<file path="src/rtl/tpu_seq_pkg.sv">
// Shared types for the systolic job sequencer.
// Job record, controller mode encoding, sequencer FSM states.
package tpu_seq_pkg;

  typedef enum logic [1:0] {
    MODE_MATMUL = 2'b00,
    MODE_CONV2D = 2'b01,
    MODE_ACCUM  = 2'b10
  } sys_mode_t;

  typedef struct packed {
    sys_mode_t   mode;
    logic [15:0] rows;
    logic [7:0]  acc_base;
    logic        clear;
  } seq_job_t;

  typedef enum logic [1:0] {
    S_IDLE,
    S_ISSUE,
    S_WAIT_DONE,
    S_REPORT
  } seq_state_t;

  localparam int DEF_TILE_ROWS = 8;

  function automatic logic [7:0] tile_size(
    input logic [15:0] rem,
    input logic [7:0]  tile
  );
    return (rem < {8'd0, tile}) ? rem[7:0] : tile;
  endfunction

endpackage

</file>
<file path="src/rtl/systolic_job_fifo.sv">
// Job queue for the sequencer: synchronous FIFO of seq_job_t.
// Head entry is read straight from storage flops.
module systolic_job_fifo
  import tpu_seq_pkg::*;
#(
  parameter int DEPTH = 4
) (
  input  logic     clk,
  input  logic     rst,
  input  logic     push_i,
  input  seq_job_t wdata_i,
  input  logic     pop_i,
  output seq_job_t rdata_o,
  output logic     full_o,
  output logic     empty_o
);

  localparam int AW = $clog2(DEPTH);

  seq_job_t      mem_q [DEPTH];
  logic [AW-1:0] wr_q, rd_q;
  logic [AW:0]   cnt_q;
  logic          push_ok, pop_ok;

  assign full_o  = (cnt_q == (AW+1)'(DEPTH));
  assign empty_o = (cnt_q == '0);
  assign push_ok = push_i && !full_o;
  assign pop_ok  = pop_i && !empty_o;
  assign rdata_o = mem_q[rd_q];

  always_ff @(posedge clk) begin
    if (push_ok) mem_q[wr_q] <= wdata_i;
  end

  always_ff @(posedge clk) begin
    if (rst) begin
      wr_q  <= '0;
      rd_q  <= '0;
      cnt_q <= '0;
    end else begin
      if (push_ok) wr_q <= wr_q + 1'b1;
      if (pop_ok)  rd_q <= rd_q + 1'b1;
      if (push_ok && !pop_ok)      cnt_q <= cnt_q + 1'b1;
      else if (pop_ok && !push_ok) cnt_q <= cnt_q - 1'b1;
    end
  end

endmodule

</file>
<file path="src/rtl/systolic_job_sequencer.sv">
// Splits queued matrix jobs into row tiles for the systolic controller.
// Optional done-wait watchdog enabled by SEQ_TIMEOUT_EN.
module systolic_job_sequencer
  import tpu_seq_pkg::*;
#(
  parameter int TILE_ROWS      = DEF_TILE_ROWS,
  parameter int FIFO_DEPTH     = 4,
  parameter int TIMEOUT_CYCLES = 1024
) (
  input  logic        clk,
  input  logic        rst,
  input  logic        job_valid,
  output logic        job_ready,
  input  logic [1:0]  job_mode,
  input  logic [15:0] job_rows,
  input  logic [7:0]  job_acc_base,
  input  logic        job_clear,
  output logic        job_done,
  output logic        job_err,
  output logic        seq_busy,
  output logic [15:0] jobs_completed,
  output logic        sys_start,
  output logic [1:0]  sys_mode,
  output logic [7:0]  sys_rows,
  output logic [7:0]  sys_acc_addr,
  output logic        sys_acc_clear,
  input  logic        sys_busy,
  input  logic        sys_done
);

  localparam logic [7:0] TILE = 8'(TILE_ROWS);

  seq_state_t  state_q, state_d;
  seq_job_t    wjob, head;
  logic        full, empty, pop;
  logic [15:0] rem_q, rem_d, rem_nx;
  logic [15:0] done_cnt_q;
  logic        err_q, err_d;
  sys_mode_t   mode_q, mode_d;
  logic [7:0]  rows_q, rows_d;
  logic [7:0]  addr_q, addr_d;
  logic        clr_q, clr_d;
  logic        tmo_hit;

  always_comb begin
    wjob          = '0;
    wjob.mode     = sys_mode_t'(job_mode);
    wjob.rows     = job_rows;
    wjob.acc_base = job_acc_base;
    wjob.clear    = job_clear;
  end

  systolic_job_fifo #(.DEPTH(FIFO_DEPTH)) u_fifo (
    .clk     (clk),
    .rst     (rst),
    .push_i  (job_valid),
    .wdata_i (wjob),
    .pop_i   (pop),
    .rdata_o (head),
    .full_o  (full),
    .empty_o (empty)
  );

`ifdef SEQ_TIMEOUT_EN
  localparam int TW = $clog2(TIMEOUT_CYCLES + 1);
  logic [TW-1:0] tmo_q;

  assign tmo_hit = (tmo_q == TW'(TIMEOUT_CYCLES - 1));

  always_ff @(posedge clk) begin
    if (rst || state_q == S_ISSUE) tmo_q <= '0;
    else if (state_q == S_WAIT_DONE) tmo_q <= tmo_q + 1'b1;
  end
`else
  assign tmo_hit = 1'b0;
`endif

  always_comb begin
    state_d = state_q;
    rem_d   = rem_q;
    err_d   = err_q;
    mode_d  = mode_q;
    rows_d  = rows_q;
    addr_d  = addr_q;
    clr_d   = clr_q;
    pop     = 1'b0;
    rem_nx  = rem_q - {8'd0, rows_q};
    unique case (state_q)
      S_IDLE: begin
        if (!empty) begin
          pop   = 1'b1;
          err_d = (head.rows == '0);
          if (head.rows == '0) begin
            state_d = S_REPORT;
          end else begin
            state_d = S_ISSUE;
            rem_d   = head.rows;
            mode_d  = head.mode;
            rows_d  = tile_size(head.rows, TILE);
            addr_d  = head.acc_base;
            clr_d   = head.clear && (head.mode != MODE_ACCUM);
          end
        end
      end
      S_ISSUE: state_d = S_WAIT_DONE;
      S_WAIT_DONE: begin
        if (sys_done) begin
          rem_d = rem_nx;
          if (rem_nx != '0) begin
            state_d = S_ISSUE;
            rows_d  = tile_size(rem_nx, TILE);
            addr_d  = addr_q + TILE;
            clr_d   = 1'b0;
          end else begin
            state_d = S_REPORT;
          end
        end else if (tmo_hit) begin
          // Abort: drop remaining tiles, report as error
          err_d   = 1'b1;
          state_d = S_REPORT;
        end
      end
      S_REPORT: state_d = S_IDLE;
      default:  state_d = S_IDLE;
    endcase
  end

  always_ff @(posedge clk) begin
    if (rst) begin
      state_q    <= S_IDLE;
      rem_q      <= '0;
      err_q      <= 1'b0;
      mode_q     <= MODE_MATMUL;
      rows_q     <= '0;
      addr_q     <= '0;
      clr_q      <= 1'b0;
      done_cnt_q <= '0;
    end else begin
      state_q <= state_d;
      rem_q   <= rem_d;
      err_q   <= err_d;
      mode_q  <= mode_d;
      rows_q  <= rows_d;
      addr_q  <= addr_d;
      clr_q   <= clr_d;
      if (state_q == S_REPORT) done_cnt_q <= done_cnt_q + 1'b1;
    end
  end

  assign job_ready      = !full;
  assign job_done       = (state_q == S_REPORT);
  assign job_err        = job_done && err_q;
  assign seq_busy       = (state_q != S_IDLE) || !empty;
  assign jobs_completed = done_cnt_q;
  assign sys_start      = (state_q == S_ISSUE);
  assign sys_mode       = mode_q;
  assign sys_rows       = rows_q;
  assign sys_acc_addr   = addr_q;
  assign sys_acc_clear  = clr_q;

  logic unused_ok;
  assign unused_ok = sys_busy;

endmodule

</file>
<file path="config.mk">
export PLATFORM = sky130hd
export DESIGN_NAME = systolic_job_sequencer
export DESIGN_NICKNAME = d
export VERILOG_FILES = /design/src/rtl/tpu_seq_pkg.sv /design/src/rtl/systolic_job_fifo.sv /design/src/rtl/systolic_job_sequencer.sv
export SDC_FILE = /design/constraint.sdc
export NUM_CORES = 1
export LEC_CHECK = 0
export CAP_MARGIN = 30
export CORE_ASPECT_RATIO = 2
export CORE_MARGIN = 2
export CORE_UTILIZATION = 30
export DETAILED_ROUTE_END_ITERATION = 10
export GPL_TIMING_DRIVEN = 0
export PLACE_DENSITY = 0.47
export SLEW_MARGIN = 20
export SYNTH_ARGS = -nofsm -noshare
export SYNTH_HDL_FRONTEND = slang
export SYNTH_SLANG_ARGS = --single-unit
</file>
<file path="constraint.sdc">
create_clock -name clk -period 3.3 [get_ports clk]
set_input_delay 0.33 -clock clk [delete_from_list [all_inputs] [get_ports clk]]
set_output_delay 0.33 -clock clk [all_outputs]
set_load 0.005 [all_outputs]
</file>
# Word-level counts from Yosys, hierarchy flattened

Memory sizes are Yosys's and may differ from the RTL's. A register that Yosys moved wholly into a read port is not among the register bits.
Cells that the tools add are included.

Add/subtract/negate cells: 7
$lt $le $gt $ge: 2
Equal/unequal tests: 9
Muxes and demuxes: 34
Bitwise operators: 2
Reductions and logical operators: 23

Operators with widths:

| kind                                                                   | count |
|---|---|
| 8-bit 2-to-1 mux                                                       | 10 |
| 16-bit 2-to-1 mux                                                      | 3 |
| 16-bit by 4-bit < comparator with 1-bit output (second input constant) | 2 |
| 16-bit one-hot mux with 2 select lines                                 | 1 |
| 8-bit one-hot mux with 2 select lines                                  | 2 |
| 16-bit by 1-bit adder with 16-bit output (second input constant)       | 1 |
| 16-bit logical NOT                                                     | 1 |
| 16-bit nonzero test                                                    | 1 |
| 16-bit by 8-bit subtractor with 16-bit output                          | 1 |
| 2-bit 2-to-1 mux                                                       | 6 |
| 2-bit inequality test (second input constant)                          | 5 |
| 8-bit by 4-bit adder with 8-bit output (second input constant)         | 1 |
| 1-bit 2-to-1 mux                                                       | 8 |
| 2-bit one-hot mux with 4 select lines                                  | 1 |
| 1-bit logical AND                                                      | 6 |
| 3-bit 2-to-1 mux                                                       | 2 |
| 2-bit nonzero test                                                     | 3 |
| 5-bit AND reduction                                                    | 1 |
| 2-bit by 1-bit adder with 2-bit output (second input constant)         | 2 |
| 2-bit == test (second input constant)                                  | 2 |
| 1-bit logical NOT                                                      | 4 |
| 2-bit AND reduction                                                    | 2 |
| 4-bit AND reduction                                                    | 1 |
| 3-bit by 1-bit adder with 3-bit output (second input constant)         | 1 |
| 9 further kinds                                                        | 10 |

Flip-flop bits (word level): 61
Memory bits (writable): 108
Input port bits: 32
Logic and storage cells: 89
Memories kept: 1

Memories:

| name         | words | bits a word | rd ports | clocked after memory_dff | wr ports | line                    | RTL |
|---|---|---|---|---|---|---|---|
| u_fifo.mem_q | 4     | 27          | 1        | 1                        | 1        | systolic_job_fifo.sv:20 | `seq_job_t mem_q [DEPTH];` |

# Longest topological paths before layout

Gate-level depths: netlist of run 1.

Depth after elaboration: 7
Gate-level depth with buffers: 12

# Cells and area by module

From an unflattened synthesis of run 1, not the netlist that was laid out.

Cells, all modules: 605
Area total of the unflattened synthesis: 7646.1 µm²

Modules (own cells, without submodules):

| module                 | instances | cells each | area an instance (µm²) | seq. area each (µm²) |
|---|---|---|---|---|
| systolic_job_fifo      | 1         | 189        | 4388.0                 | 3423.3 |
| systolic_job_sequencer | 1         | 416        | 3258.1                 | 1081.0 |

# Worst setup path after synthesis of run 1

No wires, ideal clock.

Path type: flip-flop to flip-flop
Start: register rows_q[0], in the netlist sys_rows[0]
End: register addr_q[5], in the netlist sys_acc_addr[5]
Library setup time: 0.117 ns
Arrival time: 2.840 ns
Required time: 3.183 ns
Slack: 0.342 ns
Cell stages (with the launch flop): 12
Path through: dfxtp_1 ha_1 fa_1 nand2b_1 a211o_1 a21boi_2 o21ai_0 a211oi_1 o211ai_4 and2_4 buf_6 a32o_1

Cells in the longest elaborated chain, start to end: 4

RTL lines:

| item                                          | line                          | RTL |
|---|---|---|
| start, declared                               | systolic_job_sequencer.sv:40  | `logic [7:0] rows_q, rows_d;` |
| start signal, assigned                        | systolic_job_sequencer.sv:143 | `rows_q <= rows_d;` |
| 16-bit by 8-bit subtractor with 16-bit output | systolic_job_sequencer.sv:87  | `rem_nx = rem_q - {8'd0, rows_q};` |
| 16-bit nonzero test                           | systolic_job_sequencer.sv:109 | `if (rem_nx != '0) begin` |
| 2-bit inequality test (no line)               | -                             |  |
| 5-bit AND reduction (no line)                 | -                             |  |
| end signal, assigned                          | systolic_job_sequencer.sv:144 | `addr_q <= addr_d;` |
| end, declared                                 | systolic_job_sequencer.sv:41  | `logic [7:0] addr_q, addr_d;` |

No other way between the ends.
A chain may end at the register's enable or synchronous reset.

# Final worst setup path of run 1

Start: register rem_q[0]
End: register rows_q[0], in the netlist sys_rows[0]

Cells in the longest elaborated chain, start to end: 6
Elaborated cells on any way between the ends: 9
Classes of those cells: add/sub: 1; order compare: 1; eq/ne: 1; mux: 4; reduce/logical: 2

RTL lines:

| item                                              | line                          | RTL |
|---|---|---|
| start, declared                                   | systolic_job_sequencer.sv:36  | `logic [15:0] rem_q, rem_d, rem_nx;` |
| start signal, assigned                            | systolic_job_sequencer.sv:140 | `rem_q <= rem_d;` |
| 16-bit by 8-bit subtractor with 16-bit output (*) | systolic_job_sequencer.sv:87  |  |
| 16-bit by 4-bit < comparator with 1-bit output    | tpu_seq_pkg.sv:31             | `return (rem < {8'd0, tile}) ? rem[7:0] : tile;` |
| 8-bit 2-to-1 mux                                  | tpu_seq_pkg.sv:31             |  |
| 8-bit 2-to-1 mux                                  | systolic_job_sequencer.sv:109 |  |
| 8-bit 2-to-1 mux                                  | systolic_job_sequencer.sv:107 | `if (sys_done) begin` |
| 8-bit one-hot mux with 2 select lines             | systolic_job_sequencer.sv:88  | `unique case (state_q)` |

Every way passes the cells marked *; elsewhere a longest branch is shown, timed or not. The select of a mux whose other input is x is not followed.

==> metrics.cfg, run 1 <==
[routing]
routed_wire_length_per_instance_um=19.4
totalWireLength_mm=20.5
drt_drc_violations_left=0
avgViaCountPerCell=4.99
1st_pass_router_iterations=5
final_antenna_net_count=0
detail_route.iter0.violations=193
vias=5287

[power]
power_density_nw_per_um2=920
share_comb_of_total_power_pct=43.8
clock_power_share_pct=24.1
power.switching_w=0.00330
share_seq_of_total_power_pct=32.1
switching_power_as_a_share_of_total_power_pct=37.2
internal-power_w=0.00557
worst_ir_drop_vdd_v=0.000285
power.leakage_nw=3.30

[yosys]
syn_nets=654
postSynthCellCount=605
library_cells_used_by_synthesis=63
ys_seq_area_share_pct=59.0
synth_enable_flop_cells=108
synthFlopType=sky130_fd_sc_hd__edfxtp_1
yosys_warnings=0
ys_ff_latch=171
postSynthAreaPerCell_um2=12.6
syn_area_um2=7630
postSynth.asyncResetShare_pct=0

[place]
port_buffers=69
detailedPlace.worstSlack_ps=-386
gp_routability_congestion=0.876
placed_cells=1014
dp_hpwl_mm=15.3

[sta]
tightest_slew_ps=774
endpoints_failing_hold=0
max_slew_margin_pct=48.4
slew_violations=0
final_worst_path_period_share_pct=96.0
final.min_clock_period_ps=3170
fin_hold_ws_ps=471
worst_slack_ps=133
final.setup.tns_ps=0
finClkSkew_ps=10.7
timing.fmax_mhz=316
setup_viol=0

[critical_path]
reg2reg_depth=12
criticalPathCategory=register to register
cp_data_arrival_time_ps=3550
crit_path_max_fanout=6
critical_path.startpoint=rem_q[0]
cp.required_ps=3680
timing.reg2reg.setup_slack_ps=130
startpoint_type=register
endpoint_kind=register
timing.rr.start=rem_q[0]
worst_r2r_endpoint=sys_rows[0]

[cts]
clkSinkCount=171
cts.hold.buffers_added=0
root_buffer_cell=sky130_fd_sc_hd__clkbuf_16
numCtsBuffers=17
clk_transition_reported_paths_ps=70
cts_max_path_buffers=2
ctsHtreeMaxLevel=4
tritoncts=built
clk_latency_ps=430

[worst_hold_path]
min_delay_path_depth=2
hold-path-endpoint=sys_rows[5]
hold_class=register to register
min-delay-start=sys_rows[5]

[flow_run]
max_cap_violations=0

[final_layout]
layout-drive-gt1-share_pct=16.2
insertedDiodeCount=0
final_common_cell=sky130_fd_sc_hd__edfxtp_1
most_frequent_cells_in_the_layout=sky130_fd_sc_hd__edfxtp_1, sky130_fd_sc_hd__clkdlybuf4s50_1, sky130_fd_sc_hd__nor2_1
layout.nets=759
final_cell_count_no_fill=1059
syn_to_final_growth_pct=26.2

[floorplanning]
dieArea_um2=26800
pin_count=72
die_h_um=230
rows=82
floorplan.core_area_um2=25000
start_util_pct=30.5
chip_width_um=117

[outcome]
outcome=finished, final reports clean

[global_route]
grt_pass1_vias=5680
grt_use_total_pct=16.0
grt_antenna_before_repair=0
grt_first_pass_wirelength_mm=31.8
globalRoute.totalOverflow=0
grt_start_max_net_pins=26

==> flip-flops by register name (all words and copies together), names as in the netlist, 3 cells and up, named ones only <==
register,flops
sys_rows,8
rem_q,16
jobs_completed,16
u_fifo.mem_q,108
sys_acc_addr,8
u_fifo.cnt_q,3
==> Yosys cell counts, types with 4 or more instances <==
library cell               count  area, um^2
sky130_fd_sc_hd__edfxtp_1    108        3240
sky130_fd_sc_hd__nor2_1       64         240
sky130_fd_sc_hd__dfxtp_1      63        1260
sky130_fd_sc_hd__nand2_1      33         124
sky130_fd_sc_hd__a21oi_1      31         155
sky130_fd_sc_hd__mux4_2       27         608
sky130_fd_sc_hd__o21ai_0      23         115
sky130_fd_sc_hd__nor3_1       21         105
sky130_fd_sc_hd__inv_1        19        71.3
sky130_fd_sc_hd__clkbuf_1     18        67.6
sky130_fd_sc_hd__ha_1         15         188
sky130_fd_sc_hd__a211oi_1     13        97.6
sky130_fd_sc_hd__and3_1       13        81.3
sky130_fd_sc_hd__xor2_1       13         114
sky130_fd_sc_hd__nand3_1      11        55.1
sky130_fd_sc_hd__mux2i_1      10         100
sky130_fd_sc_hd__nand2b_1      9        56.3
sky130_fd_sc_hd__xnor2_1       8        70.1
sky130_fd_sc_hd__o211ai_1      6        45.0
sky130_fd_sc_hd__a21o_1        5        37.5
sky130_fd_sc_hd__a31oi_1       5        31.3
sky130_fd_sc_hd__buf_6         5        56.3
sky130_fd_sc_hd__nand3b_1      5        37.5
sky130_fd_sc_hd__nor2b_1       5        31.3
sky130_fd_sc_hd__a32o_1        4        40.0
sky130_fd_sc_hd__and4_1        4        35.0
sky130_fd_sc_hd__buf_2         4        20.0
==> power groups by stage <==
stage,Clock [W],Combinational (W),Sequential [W]
6_report,0.00214,0.00388,0.00285
5_1_grt,0.00226,0.00423,0.00288
4_1_cts,0.00220,0.00377,0.00285
3_5_place_dp,0,0.00361,0.00289
3_3_place_gp,0,0.00356,0.00288
2_1_floorplan,0,0.00242,0.00282
==> cell type report <==
class / instances / area (um^2)
buffer: 31 / 165
clock buffer: 19 / 443
fill: 2456 / 15400
clock inverter: 13 / 189
multi-input combinational: 384 / 2970
inverter: 19 / 71.3
sequential: 171 / 4500
tap: 336 / 420
timing repair buffer: 86 / 872
==> worst max-delay path, stage by stage (launching register included) <==
cell	delay, ps
sky130_fd_sc_hd__dfxtp_1	320
sky130_fd_sc_hd__inv_1	60
sky130_fd_sc_hd__ha_1	220
sky130_fd_sc_hd__fa_1	410
sky130_fd_sc_hd__nand2b_2	240
sky130_fd_sc_hd__a211o_4	380
sky130_fd_sc_hd__a21boi_4	210
sky130_fd_sc_hd__o21ai_1	120
sky130_fd_sc_hd__a211oi_2	340
sky130_fd_sc_hd__buf_4	170
sky130_fd_sc_hd__o211ai_1	170
sky130_fd_sc_hd__a211oi_1	300
sky130_fd_sc_hd__o22a_1	160
==> worst max path at each step <==
stage	end	slack, ps	depth (start not counted)
2_1_floorplan	sys_acc_addr[5]	340	11
3_3_place_gp	rem_q[11]	-390	12
3_5_place_dp	rem_q[11]	-390	12
4_1_cts	sys_acc_addr[6]	8	12
5_1_grt	sys_rows[0]	-5	12
6_report	sys_rows[0]	130	12
==> repair_timing <==
action,4_1_cts,5_1_grt
pin swaps,5,4
buffers inserted,4,8
endpoints found under the setup margin,30,24
gates resized for setup,10,9
==> metal layers <==
metal / routed length [um] / part of all wire [%] / GRT usage (%)
met1: 7240 / 35 / 15.4
met2: 12000 / 59 / 31.6
met5: 0 / 0 / 0
met3: 526 / 2.6 / 2.41
met4: 714 / 3.5 / 7.50
==> per-stage QoR <==
step                      util, %  power (W)  cell area (um^2)
after floorplan                 -    0.00524              7630
after global placement       34.9    0.00644              8750
after detailed placement     35.3    0.00650              8830
after CTS                    38.1    0.00881              9540
after global routing         38.5    0.00937              9640
final                        38.5    0.00886              9640
==> cell families after synthesis <==
| kind of cell | Yosys count | synth area share, % |
|---|---|---|
| buf+inv | 50 | 3.06 |
| mux | 37 | 9.28 |
| flops | 171 | 59.0 |
| fa+ha+maj | 17 | 2.98 |
| simple gates | 182 | 11.7 |
| compound gates | 127 | 11.6 |
| xor+xnor | 21 | 2.41 |
Note: power is estimated with default switching activity, not from simulation.
==> run 2, diff against run 1 <==
--- a/config.mk
+++ b/config.mk
@@ -12,6 +12,8 @@
 export DETAILED_ROUTE_END_ITERATION = 10
 export GPL_TIMING_DRIVEN = 0
 export PLACE_DENSITY = 0.47
+export RECOVER_POWER = 100
+export REMOVE_ABC_BUFFERS = 1
 export SLEW_MARGIN = 20
 export SYNTH_ARGS = -nofsm -noshare
 export SYNTH_HDL_FRONTEND = slang
==> metrics.cfg, run 2 (synthesized netlist as in run 1, its figures left out) <==
[outcome]
outcome=complete, but fails checks
violations=max-capacitance violations, max-slew violations

[critical_path]
timing.reg2reg.setup_slack_ps=140  ; about the same
criticalPathCategory=register to register
startpoint_type=register
crit_path_max_fanout=18  ; +12
worst_r2r_endpoint=sys_acc_addr[4]
cp_data_arrival_time_ps=3510  ; -40 ps
endpoint_kind=register
cp.required_ps=3650  ; -30 ps
reg2reg_depth=9  ; -3

[sta]
slew_violations=98  ; +98
final_worst_path_period_share_pct=95.7  ; -0.26 points
setup_viol=0  ; unchanged
finClkSkew_ps=11.5  ; +0.770 ps
final.min_clock_period_ps=3160  ; -8.57 ps
max_slew_margin_pct=-14.0  ; -62 points
final.setup.tns_ps=0  ; unchanged
timing.fmax_mhz=317  ; +0.27%
worst_slack_ps=141  ; +8.57 ps
tightest_slew_ps=1710  ; +936 ps
endpoints_failing_hold=0  ; unchanged

[worst_hold_path]
min_delay_path_depth=3  ; +1
min-delay-start=rst
hold-path-endpoint=sys_rows[1]
hold_class=input pin to register

[final_layout]
largest_register_ff_count=108  ; unchanged
regMostFlops=u_fifo.mem_q
layout.nets=732  ; -3.6%
layout.area.seq_um2=4510  ; about the same
most_frequent_cells_in_the_layout=sky130_fd_sc_hd__edfxtp_1, sky130_fd_sc_hd__dlygate4sd3_1, sky130_fd_sc_hd__nor2_1
final_common_cell=sky130_fd_sc_hd__edfxtp_1
syn_to_final_growth_pct=23.5
final_cell_count_no_fill=1033  ; -2.5%
nFillCells=2477  ; +0.86%
multi_input_comb_area_um2=2950  ; -0.80%
layout-drive-gt1-share_pct=14.5  ; -1.7 points

[place]
placed_cells=989  ; -2.5%
gp_routability_congestion=0.872  ; -0.48%
port_buffers=70  ; +1.4%
detailedPlace.worstSlack_ps=-585  ; -199 ps
dp_hpwl_mm=13.0  ; -15%

[floorplanning]
rows=82  ; unchanged
floorplan.core_area_um2=25000  ; unchanged
chip_width_um=117  ; unchanged
dieArea_um2=26800  ; unchanged
pin_count=72  ; unchanged
die_h_um=230  ; unchanged
start_util_pct=30.5  ; unchanged

[cts]
cts.hold.buffers_added=0  ; unchanged
tritoncts=built
clkSinkCount=171  ; unchanged
root_buffer_cell=sky130_fd_sc_hd__clkbuf_16
clk_latency_ps=440  ; about the same
clk_transition_reported_paths_ps=70  ; about the same
cts_max_path_buffers=2  ; unchanged
numCtsBuffers=17  ; unchanged
ctsHtreeMaxLevel=4  ; unchanged

[global_route]
grt_use_total_pct=14.8  ; -1.3 points
grt_first_pass_wirelength_mm=29.4  ; -7.8%
globalRoute.totalOverflow=0  ; unchanged
grt_start_max_net_pins=64  ; +150%
grt_antenna_before_repair=1  ; +1
grt_pass1_vias=5451  ; -4.0%

[flow_run]
max_cap_violations=4  ; +4

[routing]
1st_pass_router_iterations=5  ; unchanged
avgViaCountPerCell=4.97  ; -0.55%
vias=5129  ; -3.0%
totalWireLength_mm=18.8  ; -8.1%
routed_wire_length_per_instance_um=18.2  ; -5.8%
final_antenna_net_count=0  ; unchanged
detail_route.iter0.violations=223  ; +16%
drt_drc_violations_left=0  ; unchanged

[power]
share_comb_of_total_power_pct=41.6  ; -2.2 points
power.switching_w=0.00311  ; -5.5%
fin_total_pwr_w=0.00829  ; -6.4%
internal-power_w=0.00518  ; -7.0%
worst_ir_drop_vdd_v=0.000397  ; +39%
power_density_nw_per_um2=879  ; -4.4%
power.leakage_nw=3.35  ; +1.3%
share_seq_of_total_power_pct=34.6  ; +2.5 points
clock_power_share_pct=23.8  ; -0.3 points
switching_power_as_a_share_of_total_power_pct=37.6  ; +0.36 points

[run 2: cell count changes in the layout (fill, tap and decap cells not counted), moves of 5 or more]
cell                              change
sky130_fd_sc_hd__dlygate4sd3_1       +67
sky130_fd_sc_hd__buf_2                -5
sky130_fd_sc_hd__buf_4                -5
sky130_fd_sc_hd__clkdlybuf4s50_1     -67
sky130_fd_sc_hd__clkbuf_1            -13
[run 2: timing repair]
| item | in CTS | in global routing |
|---|---|---|
| pin swaps | 1 | 2 |
| hold endpoints to repair | 0 | 0 |
| gates resized for setup | 4 | 9 |
| gates cloned | 0 | 1 |
| endpoints found under the setup margin | 34 | 23 |
| setup buffers | 4 | 6 |
[run 2: metrics by stage]
stage / area (um^2) / utilization, % / hold WS [ps]
5_1_grt: 9430 / 37.7 / 257
3_3_place_gp: 8590 / 34.3 / 463
3_5_place_dp: 8770 / 35.0 / 460
2_1_floorplan: 7470 / - / 395
6_report: 9430 / 37.7 / 262
4_1_cts: 9420 / 37.6 / 239
[run 2: worst max-delay path: stages (launching register included)]
cell and delay (ps):
sky130_fd_sc_hd__dfxtp_1 450, sky130_fd_sc_hd__buf_12 230, sky130_fd_sc_hd__mux4_2 570, sky130_fd_sc_hd__nor4_2 380
sky130_fd_sc_hd__nand4_1 250, sky130_fd_sc_hd__clkbuf_4 210, sky130_fd_sc_hd__nor2_1 170, sky130_fd_sc_hd__o21ai_2 200
sky130_fd_sc_hd__and2_2 370, sky130_fd_sc_hd__a211oi_1 220
[run 2: cell type report]
cell class,instances,area share [%]
antenna,1,0.0265
clock buffer,19,4.80
clock inverter,13,1.37
inverter,19,0.756
multi-input combinational,385,31.2
sequential,171,47.8
tap,336,4.46
timing repair buffer,89,9.58
[run 2: how the worst max path moves through the flow]
stage	start	to	slack (ps)	cells past startpoint
floorplan	register	rem_q[9]	-140	8
global placement	register	rem_q[0]	-1780	7
detailed placement	register	rem_q[0]	-580	8
CTS	sys_rows[0]	sys_acc_addr[6]	50	10
global route	register	sys_rows[2]	-10	10
finish	register	sys_acc_addr[4]	140	9
[run 2: per-layer routing]
| metal | share of wire (%) | up-vias | global-route usage (%) |
|---|---|---|---|
| met3 | 2.8 | 42 | 2.70 |
| met4 | 5.1 | 0 | 9.12 |
| met5 | 0 | - | 0 |
| met1 | 36 | 2532 | 14.6 |
| li1 | - | 2439 | - |
| met2 | 56 | 116 | 27.3 |
[run 2: power groups by stage]
stage               Clock [W]  Combinational, W  Sequential (W)
floorplan                   0           0.00220         0.00290
global placement            0           0.00314         0.00301
detailed placement          0           0.00334         0.00294
CTS                   0.00204           0.00345         0.00290
global route          0.00212           0.00375         0.00292
finish                0.00197           0.00345         0.00287
